**src/rtl/rtu_sync_vc_if.sv**
```systemverilog
// Flit bus around the routing unit: the upstream side (in_*) and the
// downstream side (out_*, out_port) of a single valid/ready register stage.
//   slave  : the routing unit (takes in_*, produces in_ready and out_*)
//   master : the environment (VC buffer upstream, allocator downstream)
// Parameters VCN and DW must match the attached rtu_sync_vc instance.
`timescale 1ns/1ps
interface rtu_sync_vc_if #(
  parameter int VCN = 2,
  parameter int DW  = 32
) ();
  localparam int VCW = (VCN > 1) ? $clog2(VCN) : 1;

  logic           in_valid;
  logic           in_ready;
  logic [1:0]     in_ftype;
  logic [VCW-1:0] in_vc;
  logic [DW-1:0]  in_data;

  logic           out_valid;
  logic           out_ready;
  logic [1:0]     out_ftype;
  logic [VCW-1:0] out_vc;
  logic [DW-1:0]  out_data;
  logic [4:0]     out_port;

  modport slave (
    input  in_valid, in_ftype, in_vc, in_data, out_ready,
    output in_ready, out_valid, out_ftype, out_vc, out_data, out_port
  );

  modport master (
    output in_valid, in_ftype, in_vc, in_data, out_ready,
    input  in_ready, out_valid, out_ftype, out_vc, out_data, out_port
  );
endinterface

```
**src/rtl/rtu_sync_vc.sv**
```systemverilog
// Routing computation unit for one router input port.
// Head flits carry a destination (x,y); the unit computes a one-hot output
// port request {L,E,N,W,S}, locks it per virtual channel until the tail, and
// forwards every flit through one valid/ready register stage.
// Ports:
//   clk, rst_n        clock, asynchronous active-low reset
//   addr_x, addr_y    this router's coordinates
//   bus (slave)       in_valid/in_ready/in_ftype/in_vc/in_data upstream,
//                     out_valid/out_ready/out_ftype/out_vc/out_data/out_port downstream
//   err_proto         sticky protocol violation flag
//   err_uturn         sticky flag: a route pointed back to input direction DIR
`timescale 1ns/1ps
module rtu_sync_vc #(
  parameter int VCN  = 2,
  parameter int DIR  = 0,
  parameter int AW   = 8,
  parameter int DW   = 32,
  parameter int MODE = 0
) (
  input  logic          clk,
  input  logic          rst_n,
  input  logic [AW-1:0] addr_x,
  input  logic [AW-1:0] addr_y,
  rtu_sync_vc_if.slave  bus,
  output logic          err_proto,
  output logic          err_uturn
);
  localparam int VCW = (VCN > 1) ? $clog2(VCN) : 1;

  localparam logic [4:0] P_S = 5'b00001;
  localparam logic [4:0] P_W = 5'b00010;
  localparam logic [4:0] P_N = 5'b00100;
  localparam logic [4:0] P_E = 5'b01000;
  localparam logic [4:0] P_L = 5'b10000;

  typedef enum logic [1:0] {
    FT_BODY     = 2'd0,
    FT_HEAD     = 2'd1,
    FT_TAIL     = 2'd2,
    FT_HEADTAIL = 2'd3
  } ftype_t;

  typedef enum logic {
    VC_IDLE   = 1'b0,
    VC_ACTIVE = 1'b1
  } vc_state_t;

  vc_state_t      vc_state [VCN];
  logic [4:0]     lock     [VCN];

  logic           out_valid_q;
  logic [1:0]     out_ftype_q;
  logic [VCW-1:0] out_vc_q;
  logic [DW-1:0]  out_data_q;
  logic [4:0]     out_port_q;

  logic           in_ready;
  logic           accept;
  logic           vc_ok;
  logic [VCW-1:0] vc_idx;
  logic           is_head;
  vc_state_t      cur_state;
  logic [4:0]     cur_lock;
  logic [AW-1:0]  dest_x;
  logic [AW-1:0]  dest_y;
  logic [4:0]     route;
  logic [4:0]     nxt_port;
  logic           set_proto;
  logic           set_uturn;

  assign in_ready = ~out_valid_q | bus.out_ready;
  assign accept   = bus.in_valid & in_ready;

  assign bus.in_ready  = in_ready;
  assign bus.out_valid = out_valid_q;
  assign bus.out_ftype = out_ftype_q;
  assign bus.out_vc    = out_vc_q;
  assign bus.out_data  = out_data_q;
  assign bus.out_port  = out_port_q;

  assign dest_x  = bus.in_data[AW-1:0];
  assign dest_y  = bus.in_data[2*AW-1:AW];
  assign is_head = (bus.in_ftype == FT_HEAD) || (bus.in_ftype == FT_HEADTAIL);

  // An out-of-range VC index is steered to VC 0 for the state lookup only;
  // vc_ok keeps it from touching any FSM.
  assign vc_ok     = (int'(bus.in_vc) < VCN);
  assign vc_idx    = vc_ok ? bus.in_vc : '0;
  assign cur_state = vc_state[vc_idx];
  assign cur_lock  = lock[vc_idx];

  // Dimension-ordered route: MODE 0 settles X before Y, MODE 1 the reverse.
  always_comb begin
    route = P_L;
    if (MODE == 0) begin
      if (dest_x != addr_x)      route = (dest_x > addr_x) ? P_E : P_W;
      else if (dest_y != addr_y) route = (dest_y > addr_y) ? P_N : P_S;
    end else begin
      if (dest_y != addr_y)      route = (dest_y > addr_y) ? P_N : P_S;
      else if (dest_x != addr_x) route = (dest_x > addr_x) ? P_E : P_W;
    end
  end

  // Port selection and error detection for the flit currently offered.
  // A head on an already active VC is re-routed as if the VC were idle.
  always_comb begin
    nxt_port  = 5'b00000;
    set_proto = 1'b0;
    set_uturn = 1'b0;
    if (!vc_ok) begin
      set_proto = 1'b1;
    end else if (is_head) begin
      nxt_port = route;
      if (cur_state == VC_ACTIVE) set_proto = 1'b1;
      if ((DIR < 4) && route[DIR]) set_uturn = 1'b1;
    end else if (cur_state == VC_ACTIVE) begin
      nxt_port = cur_lock;
    end else begin
      set_proto = 1'b1;
    end
  end

  // Output register, per-VC route locks and FSMs all update on the same
  // edge, so a flit accepted in the next cycle already sees the new lock.
  always_ff @(posedge clk or negedge rst_n) begin
    if (!rst_n) begin
      out_valid_q <= 1'b0;
      out_ftype_q <= '0;
      out_vc_q    <= '0;
      out_data_q  <= '0;
      out_port_q  <= '0;
      err_proto   <= 1'b0;
      err_uturn   <= 1'b0;
      for (int i = 0; i < VCN; i++) begin
        vc_state[i] <= VC_IDLE;
        lock[i]     <= '0;
      end
    end else if (accept) begin
      out_valid_q <= 1'b1;
      out_ftype_q <= bus.in_ftype;
      out_vc_q    <= bus.in_vc;
      out_data_q  <= bus.in_data;
      out_port_q  <= nxt_port;
      if (set_proto) err_proto <= 1'b1;
      if (set_uturn) err_uturn <= 1'b1;
      if (vc_ok) begin
        if (bus.in_ftype == FT_HEAD) begin
          lock[vc_idx]     <= route;
          vc_state[vc_idx] <= VC_ACTIVE;
        end else if (bus.in_ftype == FT_HEADTAIL) begin
          vc_state[vc_idx] <= VC_IDLE;
        end else if ((bus.in_ftype == FT_TAIL) && (cur_state == VC_ACTIVE)) begin
          vc_state[vc_idx] <= VC_IDLE;
        end
      end
    end else if (bus.out_ready) begin
      out_valid_q <= 1'b0;
    end
  end
endmodule
```
**src/flat_wrapper.sv**
```systemverilog
// flat-port wrapper written by rule: the top's interface ports become plain ports
module rtu_sync_vc_flat 
#(
  parameter int VCN  = 2,
  parameter int DIR  = 0,
  parameter int AW   = 8,
  parameter int DW   = 32,
  parameter int MODE = 0
)
  (clk, rst_n, addr_x, addr_y, err_proto, err_uturn, bus_in_valid, bus_in_ftype, bus_in_vc, bus_in_data, bus_out_ready, bus_in_ready, bus_out_valid, bus_out_ftype, bus_out_vc, bus_out_data, bus_out_port);
  rtu_sync_vc_if #(.VCN(VCN), .DW(DW)) bus_i ();
  input  logic clk;
  input  logic rst_n;
  input  logic [AW-1:0] addr_x;
  input  logic [AW-1:0] addr_y;
  output logic err_proto;
  output logic err_uturn;
  input wire logic [$bits(bus_i.in_valid)-1:0] bus_in_valid;
  input wire logic [$bits(bus_i.in_ftype)-1:0] bus_in_ftype;
  input wire logic [$bits(bus_i.in_vc)-1:0] bus_in_vc;
  input wire logic [$bits(bus_i.in_data)-1:0] bus_in_data;
  input wire logic [$bits(bus_i.out_ready)-1:0] bus_out_ready;
  output wire logic [$bits(bus_i.in_ready)-1:0] bus_in_ready;
  output wire logic [$bits(bus_i.out_valid)-1:0] bus_out_valid;
  output wire logic [$bits(bus_i.out_ftype)-1:0] bus_out_ftype;
  output wire logic [$bits(bus_i.out_vc)-1:0] bus_out_vc;
  output wire logic [$bits(bus_i.out_data)-1:0] bus_out_data;
  output wire logic [$bits(bus_i.out_port)-1:0] bus_out_port;
  assign bus_i.in_valid = bus_in_valid;
  assign bus_i.in_ftype = bus_in_ftype;
  assign bus_i.in_vc = bus_in_vc;
  assign bus_i.in_data = bus_in_data;
  assign bus_i.out_ready = bus_out_ready;
  assign bus_in_ready = bus_i.in_ready;
  assign bus_out_valid = bus_i.out_valid;
  assign bus_out_ftype = bus_i.out_ftype;
  assign bus_out_vc = bus_i.out_vc;
  assign bus_out_data = bus_i.out_data;
  assign bus_out_port = bus_i.out_port;
  rtu_sync_vc #(.VCN(VCN), .DIR(DIR), .AW(AW), .DW(DW), .MODE(MODE)) u_core (.clk(clk), .rst_n(rst_n), .addr_x(addr_x), .addr_y(addr_y), .bus(bus_i), .err_proto(err_proto), .err_uturn(err_uturn));
endmodule
```
**config.mk**
```make
export PLATFORM = sky130hd
export DESIGN_NAME = rtu_sync_vc_flat
export DESIGN_NICKNAME = d
export VERILOG_FILES = /design/src/rtl/rtu_sync_vc_if.sv /design/src/rtl/rtu_sync_vc.sv /design/src/flat_wrapper.sv
export SDC_FILE = /design/constraint.sdc
export NUM_CORES = 1
export LEC_CHECK = 0
export CORE_MARGIN = 5
export CORE_UTILIZATION = 40
export DETAILED_ROUTE_END_ITERATION = 10
export GPL_ROUTABILITY_DRIVEN = 0
export GPL_TIMING_DRIVEN = 1
export MAX_ROUTING_LAYER = met4
export PLACE_DENSITY = 0.77
export SLEW_MARGIN = 20
export SYNTH_ARGS = -nofsm -noshare
export SYNTH_HDL_FRONTEND = slang
export SYNTH_SLANG_ARGS = --single-unit
```
**constraint.sdc**
```tcl
create_clock -name clk -period 1.4 [get_ports clk]
set_clock_uncertainty 0.05 [all_clocks]
set_input_delay 0.35 -clock clk [delete_from_list [all_inputs] [get_ports clk]]
set_output_delay 0.35 -clock clk [all_outputs]
set_load 0.005 [all_outputs]
```
Word level (Yosys, flattened, before mapping) --
Index checks and enable logic that the tools add are counted.
Word-level totals: output and inout port bits 44, flip-flop bits (word level) 55
Operators by class: bitwise operators 7, reduce and logical (&&, ||, !) cells 9, equality and inequality tests 5, magnitude comparators 4, multiplexer cells 27
Operators with widths (count):
- $mux 5 | 8
- $gt 8x8->1 | 2
- $ne 8x8->1 | 2
- $mux 1 | 11
- $bwmux 10 | 1
- $reduce_and 2->1 | 4
- $mux 2 | 3
- $demux 5 s1 | 1
- $eq 2x2->1 const B | 2
- $mux 4 | 1
- $mux 3 | 1
- $reduce_bool 3->1 | 1
- $and 2x2->2 | 1
- $eq 2x1->1 const B | 1
- $ge 2x2->1 const B | 1
- $logic_and 1x1->1 | 2
- $lt 2x1->1 const B | 1
- $not 1->2 | 1
- $not 2->2 | 1
- $or 2x2->2 | 1
- $reduce_bool 2->1 | 1
- $and 1x1->1 | 1
- $demux 1 s1 | 1
- $logic_or 1x1->1 | 1
- other kinds (2) | 2

Depth between registers and ports, before layout --
word-level depth 10, mapped depth 7, depth with buffers taken out 7

Worst setup path after synthesis --
Ideal clock, no wire load.
kind input port to flip-flop, start input addr_x[7], end register u_core.lock[0] (netlist name), stages 7, required time 1271 ps, data arrival time 1561 ps, library setup time 79 ps, setup slack -290 ps, path through inv_1 > ha_1 > nand4_2 > nor2_2 > o21ai_1 > or3_4 > o21ai_1
Between the ends: cells in the longest elaborated chain, start to end 3
Ends and longest elaborated chain:
- start, declared | line flat_wrapper.sv:14 | input logic [AW-1:0] addr_x;
- $ne 8x8->1 | line rtu_sync_vc.sv:96 | if (dest_x != addr_x) route = (dest_x > addr_x) ? P_E : P_W;
- $mux 5 | line rtu_sync_vc.sv:96
- $bwmux 10 | line rtu_sync_vc.sv:148 | lock[vc_idx] <= route;
- end signal, assigned by index | line rtu_sync_vc.sv:148
- end, declared | line rtu_sync_vc.sv:49 | logic [4:0] lock [VCN];
Every way passes these cells. A chain may end at the register's enable or synchronous reset.

Final worst setup path --
start register u_core.out_valid_q (netlist: u_core.bus.out_valid), end register u_core.lock[9] (netlist name)
Between the ends: cells in the longest elaborated chain, start to end 4
Ends and longest elaborated chain:
- start, declared | line rtu_sync_vc.sv:51 | logic out_valid_q;
- start signal, assigned | line rtu_sync_vc.sv:127 | out_valid_q <= 1'b0;
- start signal, assigned | line rtu_sync_vc.sv:139 | out_valid_q <= 1'b1;
- start signal, assigned | line rtu_sync_vc.sv:157 | out_valid_q <= 1'b0;
- $not 1->1 | line rtu_sync_vc.sv:71 | assign in_ready = ~out_valid_q | bus.out_ready;
- $or 1x1->1 | line rtu_sync_vc.sv:71
- $and 1x1->1 | line rtu_sync_vc.sv:72 | assign accept = bus.in_valid & in_ready;
- $reduce_and 2->1 (no source line)
Every way passes these cells.

==> results.toml <==
[status]
status = "finished, violations left"
violations = "negative setup slack"

[logic_synthesis]
synth_area_sq_mm = 0.002631
yosys_register_bits = 55
synth_ff_type = "dfrtp_1"
avgSynthCellArea_sq_um = 9.298
async_flop_share_pct = 100.0
synth_commonest_cells = "nand2_1 (107), dfrtp_1 (55), inv_1 (17), ha_1 (16), a21oi_1 (11)"
synth_edf_count = 0
synth_top_area_share_pct = 52.31
ys_seq_area_share_pct = 52.31
synth_cells = 283
synth_most_common_cell = "nand2_1"
ys_warn_count = 0
yosysTopAreaCell = "dfrtp_1"
ys_types = 37
synth.area.top_cells = "dfrtp_1 (52%), nand2_1 (15%), ha_1 (7.6%)"
synth_fp_nets = 354

[clock_tree]
cts_tree = "done"
clockRootBuffer = "clkbuf_8"
clkLatencyLatePin_ns = 0.31
numCtsBuffers = 5
clkTransAtPathRegs_ns = 0.10
cts-htree-levels = 2
clk_path_buf_depth = 2
cts_sinks = 55

[flow_run]
maxCapViolations = 0

[sta]
tightest_slew_ns = 0.3941
final.min_clock_period_ns = 1.503
setup_slack_ns = -0.1033
setup_viol = 14
whs_ns = 0.1822
finalCritPeriodShare_pct = 107.4
rsz0062_at_grt = "yes"
hold_violations = 0
slew_violations = 0
timing.fmax_mhz = 665.2
fin_setup_tns_ns = -0.7270
maxSlewHeadroom_pct = 73.63

[power]
p_leak_uw = 0.002191
powerDensity_mw_per_mm2 = 898.5
vdd_drop_max_mv = 0.5397

[floorplan]
dieArea_sq_mm = 0.008300
floorplan.die.height_um = 91.11
initial_utilization_pct = 41.20
rows = 29
die_w_um = 91.11
core_sq_mm = 0.006386
ioPinCount = 99

[routing]
drc = 0
via_per_inst = 4.877
firstDrtPassIters = 4
detail_route.iter0.violations = 84
routed_wl_um = 7565
ant_nets = 0
wl_per_cell_um = 14.78
via_count = 2497

[cells_and_area]
final_util_pct = 70.16
drive_gt1_share_pct = 36.78
area_growth_pct = 70.28
multi_input_area_sq_mm = 0.001435
antenna_cells = 0
n_fill_cell = 497
nets = 505
final_area_sq_mm = 0.004481
seqCellArea_sq_mm = 0.001376

[global_routing]
grt_pass1_vias = 2544
grt_first_pass_wirelength_um = 12180
grt_usage_pct = 18.34
grt-ovfl-total = 0
antenna_found_initial = 0
grt_max_degree = 27

[worst_setup_path]
startpoint = "u_core.bus.out_valid$_DFFE_PN0P_"
endpoint_kind = "register"
worstPathArrival_ns = 1.65
start_kind = "register"
endpoint = "u_core.lock[9]$_DFFE_PN0P_"
ff2ff_path_depth = 5
crit-reg2reg-capture = "u_core.lock[9]$_DFFE_PN0P_"
r2r-start = "u_core.bus.out_valid$_DFFE_PN0P_"
worstPathMaxFanout = 5
r2r_setup_slack_ns = -0.10
crit_required_ns = 1.55
worstSetupPathType = "reg -> reg"

[place]
placed_area_sq_mm = 0.003968
dpl_worst_slack_ns = -0.8451
portBuffers = 98
dpl.hpwl_um = 5509

[hold_path]
worstHoldPathType = "in -> reg"
min_path_cells = 3
cell usage in the layout, fill, tap and decap left out, types with 2 or more instances in the layout:
master           synthesis  final
mux2_2                   4      4
clkdlybuf4s15_1          0     35
o21ai_0                  9      3
a21oi_2                  0      4
a31oi_1                  3      3
nor2b_1                  3      2
or3_4                    1      2
a22oi_1                  2      2
buf_6                    1     17
clkdlybuf4s15_2          0      2
nand2_2                  0      4
inv_2                    0     12
ha_4                     0     16
nand2_1                107    102
buf_4                    1     46
mux2i_1                  4      4
buf_2                    3     20
inv_1                   17      3
clkdlybuf4s50_1          0     17
mux2_4                   1      2
dlygate4sd2_1            0     13
dfrtp_1                 55     55
a21oi_1                 11      7
nor2_1                   9      9
nand4_4                  0      2
clkbuf_8                 0      6
o211ai_1                 2      2
buf_12                   0      4
o31ai_1                  3      3
o21ai_1                  4      5
nand4_1                  3      3
o21ai_2                  0      5
sequential cells by signal, indices dropped and copies added, names as in the netlist, named ones only:
name                  cells
u_core.bus.out_ftype      2
u_core.bus.out_port       5
u_core.bus.out_valid      1
u_core.err_proto          1
u_core.lock              10
u_core.err_uturn          1
u_core.bus.out_vc         1
u_core.bus.out_data      32
through the flow:
stage               std cells  power [uW]
floorplan                 283        2294
global placement          473        2952
detailed placement        473        2995
CTS                       496        3938
global route              512        4266
finish                    512        4026
cell type report:
class,count,area share (%)
clock inverters,2,0.4468
repair buffers,156,31.22
multi-input cells,199,32.03
clock buffers,6,1.843
well taps,77,2.150
flip-flops and latches,55,30.72
inverters,17,1.592
cells by family (layout without fill, tap and decap cells):
logic type                 Yosys count  after routing  share of synthesized area (%)
AOI/OAI and AO/OA                   39             39                          8.844
xor gates and xnor gates             1              1                         0.3329
adders and majority gates           16             16                          7.608
buffers and inverters               29            181                          4.708
DFF                                 55             55                          52.31
muxes                               10             10                          4.232
and+or+nand+nor                    133            133                          21.97
worst max-delay path: stages, from the launching register on:
cell and delay, ns:
dfrtp_1 0.39, buf_6 0.12, nand2b_4 0.07, nand3_4 0.06, or3_4 0.39, mux2_4 0.31
how the worst min path moves through the flow:
stage / start / endpoint / slack, ns
after detailed placement: rst_n / asynchronous set/reset pin / 0.25
final: bus_in_data[1] / u_core.bus.out_data[1]$_DFFE_PN0P_ / 0.18
after global placement: rst_n / asynchronous set/reset pin / 0.25
after CTS: bus_in_data[1] / u_core.bus.out_data[1]$_DFFE_PN0P_ / 0.18
after floorplan: rst_n / asynchronous set/reset pin / 0.004
after global routing: bus_in_data[7] / u_core.bus.out_data[7]$_DFFE_PN0P_ / 0.17
power breakdown:
part           switching [uW]  total (uW)  internal (uW)
clock network             544         962            418
registers                 104        1880           1780
logic                     508        1180            673
layer usage:
metal | global-route usage (%) | wire length [um] | vias up | part of all wire [%]
li1 | - | - | 1226 | -
met1 | 22.40 | 3198 | 1195 | 42
met2 | 31.13 | 3952 | 67 | 52
met3 | 3.636 | 335 | 9 | 4.4
met4 | 4.645 | 78 | 0 | 1.0
met5 | - | 0 | - | 0
timing repair:
action                     CTS  global route
setup buffers               14            16
pin swaps                   33            10
setup endpoints to repair   97            61
gates cloned                 0             0
hold endpoints to repair    12             0
gates resized for setup    226            48
hold buffers                 1             0
(Power assumes the default switching activity.)
